<file path="src/rtl/gray_pkg.sv">
// Shared types and helpers for the Gray-code run controller.
package gray_pkg;

  localparam int GRAY_WIDTH = 4;
  localparam int GRAY_MAX_W = 32;

  typedef enum logic [1:0] {
    IDLE = 2'd0,
    RUN  = 2'd1,
    DONE = 2'd2
  } state_t;

  // Callers zero-extend narrower positions; high zero bits do not disturb the code.
  function automatic logic [GRAY_MAX_W-1:0] bin2gray(input logic [GRAY_MAX_W-1:0] b);
    return b ^ (b >> 1);
  endfunction

endpackage

</file>
<file path="src/rtl/gray_run_ctrl_if.sv">
// Step-command handshake between a command source and the Gray run controller.
interface gray_run_ctrl_if
  import gray_pkg::*;
#(
  parameter int WIDTH = GRAY_WIDTH
);
  logic             cmd_valid;
  logic             cmd_ready;
  logic [WIDTH-1:0] cmd_len;
  logic             cmd_dir;
  logic             cmd_clr;

  modport master (output cmd_valid, output cmd_len, output cmd_dir, output cmd_clr,
                  input cmd_ready);
  modport slave  (input cmd_valid, input cmd_len, input cmd_dir, input cmd_clr,
                  output cmd_ready);
endinterface

</file>
<file path="src/rtl/gray_core.sv">
// Binary position register with registered Gray-code view and step strobe.
module gray_core
  import gray_pkg::*;
#(
  parameter int WIDTH = GRAY_WIDTH
) (
  input  logic             clk,
  input  logic             rst,
  input  logic             clr_i,
  input  logic             up_i,
  input  logic             dn_i,
  output logic [WIDTH-1:0] gray_o,
  output logic             valid_o
);

  logic [WIDTH-1:0] pos_q, pos_d;
  logic [WIDTH-1:0] gray_q, gray_d;
  logic             valid_q, valid_d;

  // Clear wins over stepping; a clear reloads the code without a valid strobe.
  always_comb begin
    pos_d   = pos_q;
    gray_d  = gray_q;
    valid_d = 1'b0;
    if (clr_i) begin
      pos_d  = {WIDTH{1'b0}};
      gray_d = {WIDTH{1'b0}};
    end else if (up_i) begin
      pos_d   = pos_q + WIDTH'(1);
      gray_d  = WIDTH'(bin2gray(GRAY_MAX_W'(pos_d)));
      valid_d = 1'b1;
    end else if (dn_i) begin
      pos_d   = pos_q - WIDTH'(1);
      gray_d  = WIDTH'(bin2gray(GRAY_MAX_W'(pos_d)));
      valid_d = 1'b1;
    end else begin
      valid_d = 1'b0;
    end
  end

  // Position, code and strobe registers.
  always_ff @(posedge clk) begin
    if (rst) begin
      pos_q   <= {WIDTH{1'b0}};
      gray_q  <= {WIDTH{1'b0}};
      valid_q <= 1'b0;
    end else begin
      pos_q   <= pos_d;
      gray_q  <= gray_d;
      valid_q <= valid_d;
    end
  end

  assign gray_o  = gray_q;
  assign valid_o = valid_q;

endmodule

</file>
<file path="src/rtl/gray_run_ctrl.sv">
// Command sequencer: accepts step commands and drives the Gray position core.
module gray_run_ctrl
  import gray_pkg::*;
#(
  parameter int WIDTH = GRAY_WIDTH
) (
  input  logic             clk,
  input  logic             rst,
  gray_run_ctrl_if.slave   cmd,
  input  logic             pause_i,
  output logic [WIDTH-1:0] gray_out_o,
  output logic             gray_valid_o,
  output logic             busy_o,
  output logic             done_o
);

  state_t           state_q, state_d;
  logic [WIDTH-1:0] rem_q, rem_d;
  logic             dir_q, dir_d;
  logic             clr_s, up_s, dn_s;

  // Next-state, remaining-step count and core step controls.
  always_comb begin
    state_d = state_q;
    rem_d   = rem_q;
    dir_d   = dir_q;
    clr_s   = 1'b0;
    up_s    = 1'b0;
    dn_s    = 1'b0;
    case (state_q)
      IDLE: begin
        if (cmd.cmd_valid) begin
          rem_d   = cmd.cmd_len;
          dir_d   = cmd.cmd_dir;
          clr_s   = cmd.cmd_clr;
          state_d = (cmd.cmd_len != {WIDTH{1'b0}}) ? RUN : DONE;
        end else begin
          state_d = IDLE;
        end
      end
      RUN: begin
        if (!pause_i) begin
          up_s  = dir_q;
          dn_s  = ~dir_q;
          rem_d = rem_q - WIDTH'(1);
          if (rem_q == WIDTH'(1)) begin
            state_d = DONE;
          end else begin
            state_d = RUN;
          end
        end else begin
          state_d = RUN;
        end
      end
      DONE:    state_d = IDLE;
      default: state_d = IDLE;
    endcase
  end

  // FSM state, remaining count and latched direction.
  always_ff @(posedge clk) begin
    if (rst) begin
      state_q <= IDLE;
      rem_q   <= {WIDTH{1'b0}};
      dir_q   <= 1'b0;
    end else begin
      state_q <= state_d;
      rem_q   <= rem_d;
      dir_q   <= dir_d;
    end
  end

  gray_core #(.WIDTH(WIDTH)) u_core (
    .clk     (clk),
    .rst     (rst),
    .clr_i   (clr_s),
    .up_i    (up_s),
    .dn_i    (dn_s),
    .gray_o  (gray_out_o),
    .valid_o (gray_valid_o)
  );

  // Handshake and status come straight off the state register.
  assign cmd.cmd_ready = (state_q == IDLE);
  assign busy_o        = (state_q != IDLE);
  assign done_o        = (state_q == DONE);

endmodule

</file>
<file path="src/flat_wrapper.sv">
// flat-port wrapper written by rule: the top's interface ports become plain ports
module gray_run_ctrl_flat import gray_pkg::*;
#(
  parameter int WIDTH = GRAY_WIDTH
)
  (clk, rst, pause_i, gray_out_o, gray_valid_o, busy_o, done_o, cmd_cmd_valid, cmd_cmd_len, cmd_cmd_dir, cmd_cmd_clr, cmd_cmd_ready);
  gray_run_ctrl_if #(.WIDTH(WIDTH)) cmd_i ();
  input  logic clk;
  input  logic rst;
  input  logic pause_i;
  output logic [WIDTH-1:0] gray_out_o;
  output logic gray_valid_o;
  output logic busy_o;
  output logic done_o;
  input wire logic [$bits(cmd_i.cmd_valid)-1:0] cmd_cmd_valid;
  input wire logic [$bits(cmd_i.cmd_len)-1:0] cmd_cmd_len;
  input wire logic [$bits(cmd_i.cmd_dir)-1:0] cmd_cmd_dir;
  input wire logic [$bits(cmd_i.cmd_clr)-1:0] cmd_cmd_clr;
  output wire logic [$bits(cmd_i.cmd_ready)-1:0] cmd_cmd_ready;
  assign cmd_i.cmd_valid = cmd_cmd_valid;
  assign cmd_i.cmd_len = cmd_cmd_len;
  assign cmd_i.cmd_dir = cmd_cmd_dir;
  assign cmd_i.cmd_clr = cmd_cmd_clr;
  assign cmd_cmd_ready = cmd_i.cmd_ready;
  gray_run_ctrl #(.WIDTH(WIDTH)) u_core (.clk(clk), .rst(rst), .cmd(cmd_i), .pause_i(pause_i), .gray_out_o(gray_out_o), .gray_valid_o(gray_valid_o), .busy_o(busy_o), .done_o(done_o));
endmodule
</file>
<file path="config.mk">
export PLATFORM = sky130hd
export DESIGN_NAME = gray_run_ctrl_flat
export DESIGN_NICKNAME = d
export VERILOG_FILES = /design/src/rtl/gray_pkg.sv /design/src/rtl/gray_run_ctrl_if.sv /design/src/rtl/gray_core.sv /design/src/rtl/gray_run_ctrl.sv /design/src/flat_wrapper.sv
export SDC_FILE = /design/constraint.sdc
export NUM_CORES = 1
export LEC_CHECK = 0
export CORE_ASPECT_RATIO = 1.1
export CORE_UTILIZATION = 30
export CTS_BUF_LIST = sky130_fd_sc_hd__clkbuf_8
export DETAILED_ROUTE_END_ITERATION = 10
export RECOVER_POWER = 100
export SYNTH_ARGS = -nofsm -noshare
export SYNTH_HDL_FRONTEND = slang
export SYNTH_SLANG_ARGS = --single-unit
</file>
<file path="constraint.sdc">
create_clock -name clk -period 1.5 [get_ports clk]
set_input_delay 0.225 -clock clk [delete_from_list [all_inputs] [get_ports clk]]
set_output_delay 0.225 -clock clk [all_outputs]
set_load 0.01 [all_outputs]
</file>
== Word-level counts from Yosys, hierarchy flattened ==
Cells that the tools add are included.
W data, S select, Z words.

* Add/sub/neg operators: 3
* Equal/unequal tests: 5
* Muxes and demuxes: 20
* Bitwise gates (word level): 3
* Reduce and logical (&&, ||, !) cells: 8

{| class="wikitable"
|+ Operator list
! cell !! number
|-
| $mux W4 || 6
|-
| $mux W1 || 8
|-
| $mux W2 || 4
|-
| $pmux W4 S2 || 1
|-
| $sub A4 B1 Y4 const B || 2
|-
| $xor A4 B3 Y4 || 2
|-
| $reduce_bool A2 Y1 || 3
|-
| $add A4 B1 Y4 const B || 1
|-
| $eq A4 B1 Y1 const B || 1
|-
| $ne A2 B2 Y1 const B || 2
|-
| $pmux W2 S2 || 1
|-
| $reduce_bool A4 Y1 || 1
|-
| $reduce_and A3 Y1 || 1
|-
| $eq A2 B1 Y1 const B || 1
|-
| $eq A2 B2 Y1 const B || 1
|-
| $logic_not A2 Y1 || 1
|-
| $reduce_and A2 Y1 || 1
|-
| $reduce_or A2 Y1 || 1
|-
| $not A1 Y1 || 1
|}

* Register bits after elaboration: 16
* Input bits: 10
* Output and inout port bits: 8
* Word-level logic and storage cells: 45

== Longest topological paths before layout ==
Gate-level depths: netlist of run 1.

* Depth in word-level cells: 5
* Mapped depth: 6
* Depth with buffers taken out: 6

== Modules after synthesis ==
A second synthesis of run 1 with hierarchy kept.

* Cell total of the unflattened synthesis: 111
* Area, all modules: 910.9 sq um

{| class="wikitable"
|+ Modules (own cells, without submodules)
! module !! times used !! cells each !! area each (sq um)
|-
| gray_core || 1 || 55 || 461.7
|-
| gray_run_ctrl || 1 || 56 || 449.2
|}

== Least setup slack after synthesis of run 1 ==
Ideal clock, no wire load.

* Kind: reg-to-reg
* Start point: register u_core.state_q[0]
* End point: register u_core.u_core.pos_q[2]
* Setup time: 70 ps
* Arrival: 1357 ps
* Path slack: 73 ps
* Cell stages (with the launch flop): 6
* Buffers on the path: 2
* Cell sequence: dfxtp_1 buf_4 or3b_1 buf_6 or3_1 a21oi_1

* Word-level cells in the longest chain between the ends: 3

{| class="wikitable"
|+ RTL lines
! item !! RTL line !! RTL
|-
| start, declared || gray_run_ctrl.sv:17 || <nowiki>state_t state_q, state_d;</nowiki>
|-
| start signal, assigned || gray_run_ctrl.sv:67 || <nowiki>state_q <= state_d;</nowiki>
|-
| $eq A2 B1 Y1 / $logic_not A2 Y1 (equally long branches) || gray_run_ctrl.sv:30 || <nowiki>case (state_q)</nowiki>
|-
| $mux W1 || gray_run_ctrl.sv:30 ||
|-
| $mux W4, or another cell as far along || gray_core.sv:28 || <nowiki>end else if (up_i) begin</nowiki>
|-
| end signal, assigned || gray_core.sv:44 || <nowiki>pos_q <= {WIDTH{1'b0}};</nowiki>
|-
| end signal, assigned || gray_core.sv:48 || <nowiki>pos_q <= pos_d;</nowiki>
|-
| end, declared || gray_core.sv:16 || <nowiki>logic [WIDTH-1:0] pos_q, pos_d;</nowiki>
|}

Parallel ways exist; a longest one is shown, timed or not.
A chain may end at the register's enable or synchronous reset.

== Final worst setup path of run 1 ==
* Start point: register u_core.u_core.gray_q[3], in the netlist u_core.u_core.gray_o[3]
* End point: output port gray_out_o[3]

{| class="wikitable"
|+ RTL lines
! item !! RTL line !! RTL
|-
| start, declared || gray_core.sv:17 || <nowiki>logic [WIDTH-1:0] gray_q, gray_d;</nowiki>
|-
| start signal, assigned || gray_core.sv:45 || <nowiki>gray_q <= {WIDTH{1'b0}};</nowiki>
|-
| start signal, assigned || gray_core.sv:49 || <nowiki>gray_q <= gray_d;</nowiki>
|-
| end, declared || flat_wrapper.sv:11 || <nowiki>output logic [WIDTH-1:0] gray_out_o;</nowiki>
|}

No word-level cell between the ends.

==> flow_summary.toml, run 1 <==
[grt]
antenna_found_initial = 0
grtUsageTotal_pct = 14.5
grt_max_degree = 11
grt_pass1_vias = 808
gr-total-overflow = 0
grt_pass1_wl_mm = 3.31

[pwr]
p_switching_mw = 0.326
pwr-share-seq_pct = 41.6
intPower_mw = 0.782
pwr_density_cell_nw_per_um2 = 911
clkPwrFrac_pct = 30.3
ir_drop_mv = 0.338
combPwrFrac_pct = 28.2
switching_share_pct = 29.4
total_leakage_power_nw = 0.498
finalPower_mw = 1.11

[clock_tree]
cts_sinks = 15
cts_max_path_buffers = 2
cts_tree = "built"
root_buffer = "clkbuf_8"
cts_setup_buffers = 0
cts_made_buffers = 3
clkSlewWorstSetupHoldPaths_ps = 60
clk_latency_ps = 250
htree_levels = 1
cts_hold_buf = 0

[synth]
synth_most_common_cell = "dfxtp_1"
syn_avg_cell_area_sq_um = 8.26
syn_inst = 108
synth_common_cells = "dfxtp_1, nor2_1, a21oi_1, xnor2_1"
synth_top_cell_by_area = "dfxtp_1"
ys_ff_latch = 15
dominantRegCellSynth = "dfxtp_1"
synth_cell_types = 36
ys_top_cells_by_area = "dfxtp_1, xnor2_1, nor2_1, ha_1, a21oi_1"
synth_edf_count = 0
synth.cell_area_sq_um = 892
synthArstFlopShare_pct = 0
ys_seq_area_share_pct = 33.7
synth_top_area_share_pct = 33.7
yosysWarnings = 0
syn-num-nets = 122

[setup_path]
crit_chain = "clkdlybuf4s50_1"
path_max_fanout = 4
start_kind = "register"
cpPeakStageDelay_ps = 550
critPathRequiredTime_ps = 1270
worst_path_max_delay_cell = "clkdlybuf4s50_1"
r2r_setup_slack_ps = 110
crit_buf_inv = 1
endpoint_kind = "output pin"
critPathKind = "reg2out"
cp_data_arrival_time_ps = 1190
path_delay_family = "buffers and inverters"

[place]
hpwlAfterDp_mm = 1.52
dp.cells = 163
gp_congestion = 0.792
place_ws_ps = -124
port-buffer-count = 17

[route]
firstDrtPassIters = 4
vias = 813
drt_iter0_drc = 17
wl_mm = 2.04
drtAntennaViolNets = 0
route.detailed.drc = 0
via_per_inst = 4.87
avgRoutedWirePerCell_microns = 12.2

[timing]
hold_violations = 0
fmax_mhz = 708
rsz0062_at_grt = "no"
worst_pin_slew_ps = 445
finClkSkew_ps = 2.34
maxSlewViolCount = 0
setup-violations-final = 0
fin_crit_ps = 1410
timing.final.crit_share_pct = 94.2
holdWs_ps = 458
worst_slack_ps = 86.8
slew_headroom_pct = 69.9

[floorplan]
io_pins = 18
die_x_microns = 54.0
start_util_pct = 31.8
dieArea_sq_um = 3200
core_sq_um = 2800
floorplan.rows = 20
die_h_microns = 59.2

[run_status]
status = "completed"

[final_layout]
nNetsFinal = 149
antenna_cells = 0
layout.cells.non_filler = 167
multi_input_area_sq_um = 558
finish.utilization_pct = 43.3
drive_above_1_share_pct = 17.9
fill_cells = 294
syn2layout_area_growth_pct = 36.2
seqCellArea_sq_um = 312

[worst_hold_path]
hold_class = "reg2reg"

[run]
maxCapViolCount = 0
[layout by cell type, fill, tap and decap left out, types with 3 or more instances in the layout]
cell type	synthesis	final
mux2i_1	3	3
inv_1	5	5
dfxtp_2	0	3
dlygate4sd3_1	0	5
clkbuf_8	0	3
clkdlybuf4s50_1	0	9
nand2_1	6	6
a21oi_1	9	9
dfxtp_1	15	10
nor2b_1	4	4
xnor2_1	9	7
dlygate4sd2_1	0	3
buf_4	2	7
a211oi_1	4	3
o21ai_0	6	6
nor2_1	14	14
ha_1	4	4
[routing by layer]
layer | up-vias | wire length [microns] | track usage [%]
met3 | 2 | 65 | 3.08
met4 | 0 | 8 | 6.59
li1 | 417 | - | -
met2 | 11 | 1060 | 27.0
met1 | 383 | 899 | 15.0
met5 | - | 0 | 0
[what timing repair did]
item                                    4_1_cts  5_1_grt
endpoints found under the setup margin        3        6
hold endpoints to repair                      0        0
resized for setup                             9        9
pin swaps                                     0        1
[sequential cells by signal (all words and copies together), names as in the netlist]
register / count
u_core.u_core.valid_o: 1
u_core.u_core.pos_q: 3
u_core.dir_q: 1
u_core.state_q: 2
u_core.rem_q: 4
u_core.u_core.gray_o: 4
[final cells by class]
class                      instances  share of cell area (%)
clock buffer                       3                    3.40
clock inverter                     1                   0.412
timing repair buffer              28                    19.7
sequential                        15                    25.6
multi-input combinational         82                    45.9
inverter                           5                    1.54
tap                               33                    3.40
[worst paths after layout]
check                                         end                            startpoint  cells after the start
max reg2reg  u_core.u_core.gray_o[3]$_SDFFE_PP0P_   u_core.u_core.pos_q[2]$_SDFFE_PP0P_                      4
max                                 gray_out_o[3]  u_core.u_core.gray_o[3]$_SDFFE_PP0P_                      1
min          u_core.u_core.gray_o[0]$_SDFFE_PP0P_  u_core.u_core.gray_o[0]$_SDFFE_PP0P_                      2
min reg2reg  u_core.u_core.gray_o[0]$_SDFFE_PP0P_  u_core.u_core.gray_o[0]$_SDFFE_PP0P_                      2
[per-stage QoR]
step / cell area, sq um / setup TNS (ps)
floorplan: 892 / 0
global placement: 1150 / -482
detailed placement: 1150 / -597
CTS: 1200 / 0
global route: 1210 / 0
finish: 1210 / 0
[logic make-up (layout without fill, tap and decap cells)]
kind of cell,after synthesis,count (layout),share of synthesized area (%)
AND/OR/NAND/NOR,39,39,22.7
multiplexers,4,4,4.63
flip-flops,15,15,33.7
buffers and inverters,11,37,6.45
AO/OA/AOI/OAI,25,25,17.1
XOR/XNOR,10,10,9.82
adder cells (fa/ha/maj),4,4,5.61
[power by group through the flow]
stage / logic [mW] / registers [mW] / clock network (mW)
after floorplan: 0.208 / 0.460 / 0
after global placement: 0.305 / 0.468 / 0
after detailed placement: 0.311 / 0.468 / 0
after CTS: 0.311 / 0.460 / 0.351
after global routing: 0.346 / 0.466 / 0.370
final: 0.312 / 0.461 / 0.335
Power figures use the tool's default switching activity.
==> run 2: changes to the inputs <==
--- a/config.mk
+++ b/config.mk
@@ -5,6 +5,7 @@
 export SDC_FILE = /design/constraint.sdc
 export NUM_CORES = 1
 export LEC_CHECK = 0
+export ABC_CLOCK_PERIOD_IN_PS = 1500
 export CORE_ASPECT_RATIO = 1.1
 export CORE_UTILIZATION = 30
 export CTS_BUF_LIST = sky130_fd_sc_hd__clkbuf_8
==> constraint.sdc (replaced) <==
create_clock -name clk -period 1.5 [get_ports clk]
set_input_delay 0.225 -clock clk [delete_from_list [all_inputs] [get_ports clk]]
set_output_delay 0.225 -clock clk [all_outputs]
set_load 0.005 [all_outputs]
==> flow_summary.toml, run 2 (synthesis gave the netlist of run 1 again) <==
[setup_path]
worst_path_max_delay_cell = "clkdlybuf4s50_1"
cpPeakStageDelay_ps = 430
start_kind = "register"
r2r_setup_slack_ps = 70
crit_chain = "nor2_4 > inv_1 > clkdlybuf4s50_1"
rr_endpoint = "u_core.u_core.pos_q[2]$_SDFFE_PP0P_"
r2r_cells = 4
timing.rr.start = "u_core.state_q[0]$_SDFF_PP0_"
critPathRequiredTime_ps = 1270
critPathKind = "reg2out"
cp_data_arrival_time_ps = 1210
endpoint_kind = "output pin"
path_max_fanout = 5

[route]
via_per_inst = 4.88
drtAntennaViolNets = 0
avgRoutedWirePerCell_microns = 12.1
firstDrtPassIters = 4
vias = 830
route.detailed.drc = 0
drt_iter0_drc = 20
wl_mm = 2.05

[grt]
grt_pass1_vias = 811
antenna_found_initial = 0
grt_pass1_wl_mm = 3.32
grt_max_degree = 11
grtUsageTotal_pct = 14.5
gr-total-overflow = 0

[timing]
timing.final.crit_share_pct = 95.8
holdWs_ps = 458
setup-violations-final = 0
rsz0062_at_grt = "yes"
maxSlewViolCount = 0
finalSetupTns_ps = 0
fin_crit_ps = 1440
worst_pin_slew_ps = 407
finClkSkew_ps = 0.654
slew_headroom_pct = 72.5
fmax_mhz = 696
worst_slack_ps = 63.6
hold_violations = 0

[worst_hold_path]
whs_endpoint = "u_core.u_core.gray_o[0]$_SDFFE_PP0P_"
min_from = "u_core.u_core.gray_o[0]$_SDFFE_PP0P_"
whs_path_depth = 2
hold_class = "reg2reg"

[clock_tree]
cts_made_buffers = 3
htree_levels = 1
root_buffer = "clkbuf_8"
cts_hold_buf = 0
cts_sinks = 15
clkSlewWorstSetupHoldPaths_ps = 60
cts_tree = "built"
cts_max_path_buffers = 2
clk_latency_ps = 250

[pwr]
ir_drop_mv = 0.343
finalPower_mw = 1.13
total_leakage_power_nw = 0.525
pwr_density_cell_nw_per_um2 = 890

[run_status]
status = "completed"

[place]
hpwlAfterDp_mm = 1.52
place_ws_ps = -124
gp_congestion = 0.792
port-buffer-count = 17

[final_layout]
nNetsFinal = 152
final_common_cell = "nor2_1"
final_cell_mix = "nor2_1, clkdlybuf4s50_1, buf_4"
drive_above_1_share_pct = 21.9
antenna_cells = 0
finish.utilization_pct = 45.4
syn2layout_area_growth_pct = 42.8

[floorplan]
io_pins = 18
start_util_pct = 31.8
floorplan.rows = 20
dieArea_sq_um = 3200
core_sq_um = 2800
die_x_microns = 54.0
die_h_microns = 59.2

[run]
maxCapViolCount = 0
==> run 2: critical path, delay by kind of cell (launching register included) <==
kind | cells | cell delay (ps)
buffers and inverters | 2 | 470
flip-flops | 1 | 360
AND/OR/NAND/NOR | 1 | 120
==> run 2: worst max path at each step <==
stage,startpoint,endpoint,slack [ps],cells after the start
floorplan,u_core.state_q[0]$_SDFF_PP0_,u_core.u_core.pos_q[2]$_SDFFE_PP0P_,70,5
global route,u_core.u_core.pos_q[0]$_SDFFE_PP0P_,u_core.u_core.gray_o[2]$_SDFFE_PP0P_,-2,6
finish,u_core.state_q[1]$_SDFF_PP0_,busy_o,60,3
global placement,pause_i,u_core.u_core.pos_q[2]$_SDFFE_PP0P_,-100,4
CTS,u_core.u_core.pos_q[0]$_SDFFE_PP0P_,u_core.u_core.gray_o[2]$_SDFFE_PP0P_,10,6
detailed placement,pause_i,u_core.u_core.pos_q[2]$_SDFFE_PP0P_,-120,4
==> run 2: per-stage QoR <==
step,instances,area (sq um)
global route,170,1270
finish,170,1270
CTS,168,1230
global placement,163,1150
detailed placement,163,1150
floorplan,108,892
==> run 2: layout make-up <==
| class | instances | area [sq um] |
|---|---|---|
| clock buffers | 3 | 41.3 |
| clock inverters | 1 | 5.00 |
| fillers | 287 | 1530 |
| inverters | 5 | 18.8 |
| multi-input cells | 82 | 573 |
| flip-flops and latches | 15 | 312 |
| well taps | 33 | 41.3 |
| repair buffers | 31 | 283 |
==> run 2: layer usage <==
metal	share of wire (%)	vias to the layer above	global-route usage (%)	wire (microns)
li1	-	421	-	-
met1	44	396	15.3	912
met2	52	11	26.6	1060
met3	3.4	2	3.08	69
met4	0.39	0	6.59	8
met5	0	-	0	0
==> run 2: timing repair <==
item	4_1_cts	5_1_grt
gates resized for setup	7	9
setup buffers	1	2
pin swaps	0	2
gates cloned	0	0
endpoints found under the setup margin	3	7
endpoints found under the hold margin	0	0
==> run 2: power by group <==
part	leakage (nW)	switching [mW]	internal [mW]
sequential	0.125	0.0313	0.429
clock	0.0255	0.152	0.184
combinational	0.374	0.145	0.191
==> run 3: changes to the inputs <==
--- a/config.mk
+++ b/config.mk
@@ -5,6 +5,7 @@
 export SDC_FILE = /design/constraint.sdc
 export NUM_CORES = 1
 export LEC_CHECK = 0
+export ABC_AREA = 1
 export ABC_CLOCK_PERIOD_IN_PS = 1500
 export CORE_ASPECT_RATIO = 1.1
 export CORE_UTILIZATION = 30
==> flow_summary.toml, run 3 <==
[floorplan]
die_h_microns = 63.2
core_sq_um = 3150
start_util_pct = 32.4
die_x_microns = 57.6
io_pins = 18
dieArea_sq_um = 3640
floorplan.rows = 21

[final_layout]
nNetsFinal = 192
multi_input_area_sq_um = 591
final_cell_mix = "nand2_1, inv_1, nor2_1"
layout.cells.non_filler = 211
fin_area_sq_um = 1320
finish.utilization_pct = 41.7
antenna_cells = 0
syn2layout_area_growth_pct = 28.9
seqCellArea_sq_um = 309
final_common_cell = "nand2_1"
drive_above_1_share_pct = 15.3
fill_cells = 342

[synth]
synth_common_cells = "nand2_1, inv_1, dfxtp_1, nor2_1, nand3_1"
yosysWarnings = 0
syn-num-nets = 165
synth_most_common_cell = "nand2_1"
ys_seq_area_share_pct = 29.4
ys_ff_latch = 15
syn_inst = 151
syn_avg_cell_area_sq_um = 6.76
synthArstFlopShare_pct = 0
synth_edf_count = 0
synth.cell_area_sq_um = 1020
dominantRegCellSynth = "dfxtp_1"
synth_cell_types = 26
synth_top_area_share_pct = 29.4
ys_top_cells_by_area = "dfxtp_1, nand2_1, inv_1, nand3_1, nor2_1"
synth_top_cell_by_area = "dfxtp_1"

[pwr]
ir_drop_mv = 0.373
pwr_density_cell_nw_per_um2 = 828
p_switching_mw = 0.338
pwr-share-seq_pct = 41.8
switching_share_pct = 31.0
combPwrFrac_pct = 29.1
intPower_mw = 0.752
finalPower_mw = 1.09
clkPwrFrac_pct = 29.1
total_leakage_power_nw = 0.645

[setup_path]
critPathRequiredTime_ps = 1270
r2r_cells = 8
critPathKind = "reg2out"
cp_data_arrival_time_ps = 1210
start_kind = "register"
path_max_fanout = 3
endpoint_kind = "output pin"

[timing]
finalSetupTns_ps = 0
fin_crit_ps = 1440
finClkSkew_ps = 1.65
fmax_mhz = 696
holdWs_ps = 475
setup-violations-final = 0
worst_pin_slew_ps = 406
hold_violations = 0
worst_slack_ps = 63.0
maxSlewViolCount = 0
timing.final.crit_share_pct = 95.8
rsz0062_at_grt = "no"
slew_headroom_pct = 72.8

[clock_tree]
clkSlewWorstSetupHoldPaths_ps = 60
htree_levels = 1
cts_made_buffers = 3
root_buffer = "clkbuf_8"
cts_tree = "built"
cts_max_path_buffers = 2
clk_latency_ps = 240
cts_sinks = 15
cts_hold_buf = 0

[place]
dp.cells = 205
gp_congestion = 0.833
place_ws_ps = 30.6
hpwlAfterDp_mm = 1.70
port-buffer-count = 17
postPlaceCellArea_sq_um = 1260

[route]
drtAntennaViolNets = 0
vias = 999
via_per_inst = 4.73
drt_iter0_drc = 23
wl_mm = 2.13
firstDrtPassIters = 4
avgRoutedWirePerCell_microns = 10.1
route.detailed.drc = 0

[worst_hold_path]
whs_path_depth = 2
hold_class = "reg2reg"

[grt]
antenna_found_initial = 0
grt_max_degree = 11
gr-total-overflow = 0
grtUsageTotal_pct = 13.2
grt_pass1_vias = 1007
grt_pass1_wl_mm = 3.90

[run_status]
status = "completed"

[run]
maxCapViolCount = 0
-- run 3: changes by cell type in the layout (fill, tap and decap cells not counted), moves of 3 or more --
cell / before / now
nand2_1: 6 / 31
inv_1: 5 / 26
nand3_1: 0 / 12
o21ai_0: 6 / 13
xnor2_1: 7 / 2
buf_4: 11 / 7
nor2b_1: 4 / 0
a211oi_1: 3 / 0
mux2i_1: 3 / 0
o21ai_1: 0 / 3
-- run 3: power groups by stage --
stage	clock network (mW)	logic, mW	registers, mW
after floorplan	0	0.220	0.460
after global placement	0	0.319	0.464
after detailed placement	0	0.323	0.465
after CTS	0.324	0.329	0.457
after global routing	0.360	0.359	0.460
final	0.317	0.318	0.455
-- run 3: logic make-up after synthesis --
kind of cell	after synthesis	synth area share, %
compound gates	27	15.4
fa+ha+maj	4	4.90
xor+xnor	4	3.43
buf+inv	29	11.2
flops	15	29.4
simple gates	72	35.7
-- run 3: repair_timing --
item,in CTS,in global routing
gates cloned,0,0
resized for setup,3,6
buffers inserted,1,1
setup endpoints to repair,3,6
-- run 3: path summary, 6_finish.rpt --
kind,start,endpoint,slack [ps]
worst min-delay path,u_core.rem_q[3]$_SDFFE_PP0P_,u_core.rem_q[3]$_SDFFE_PP0P_,480
worst max register to register,u_core.u_core.pos_q[0]$_SDFFE_PP0P_,u_core.u_core.gray_o[1]$_SDFFE_PP0P_,120
worst min register to register,u_core.rem_q[3]$_SDFFE_PP0P_,u_core.rem_q[3]$_SDFFE_PP0P_,480
worst max-delay path,u_core.state_q[1]$_SDFF_PP0_,busy_o,60
-- run 3: worst max-delay path, stage by stage (launching register included) --
cell and delay (ps):
dfxtp_4 370, inv_4 40, nand2_4 60, clkdlybuf4s50_1 500
-- run 3: routing by layer --
layer | global-route usage [%] | share of wire (%)
met2 | 21.9 | 48
met3 | 2.05 | 4.8
met1 | 15.8 | 45
met5 | 0 | 0
met4 | 7.62 | 1.7
-- run 3: area by class of cell --
cell class | instances | area share, %
multi-input combinational | 107 | 44.9
tap | 34 | 3.23
clock buffer | 3 | 3.14
inverter | 27 | 7.89
clock inverter | 1 | 0.285
timing repair buffer | 24 | 17.1
sequential | 15 | 23.5
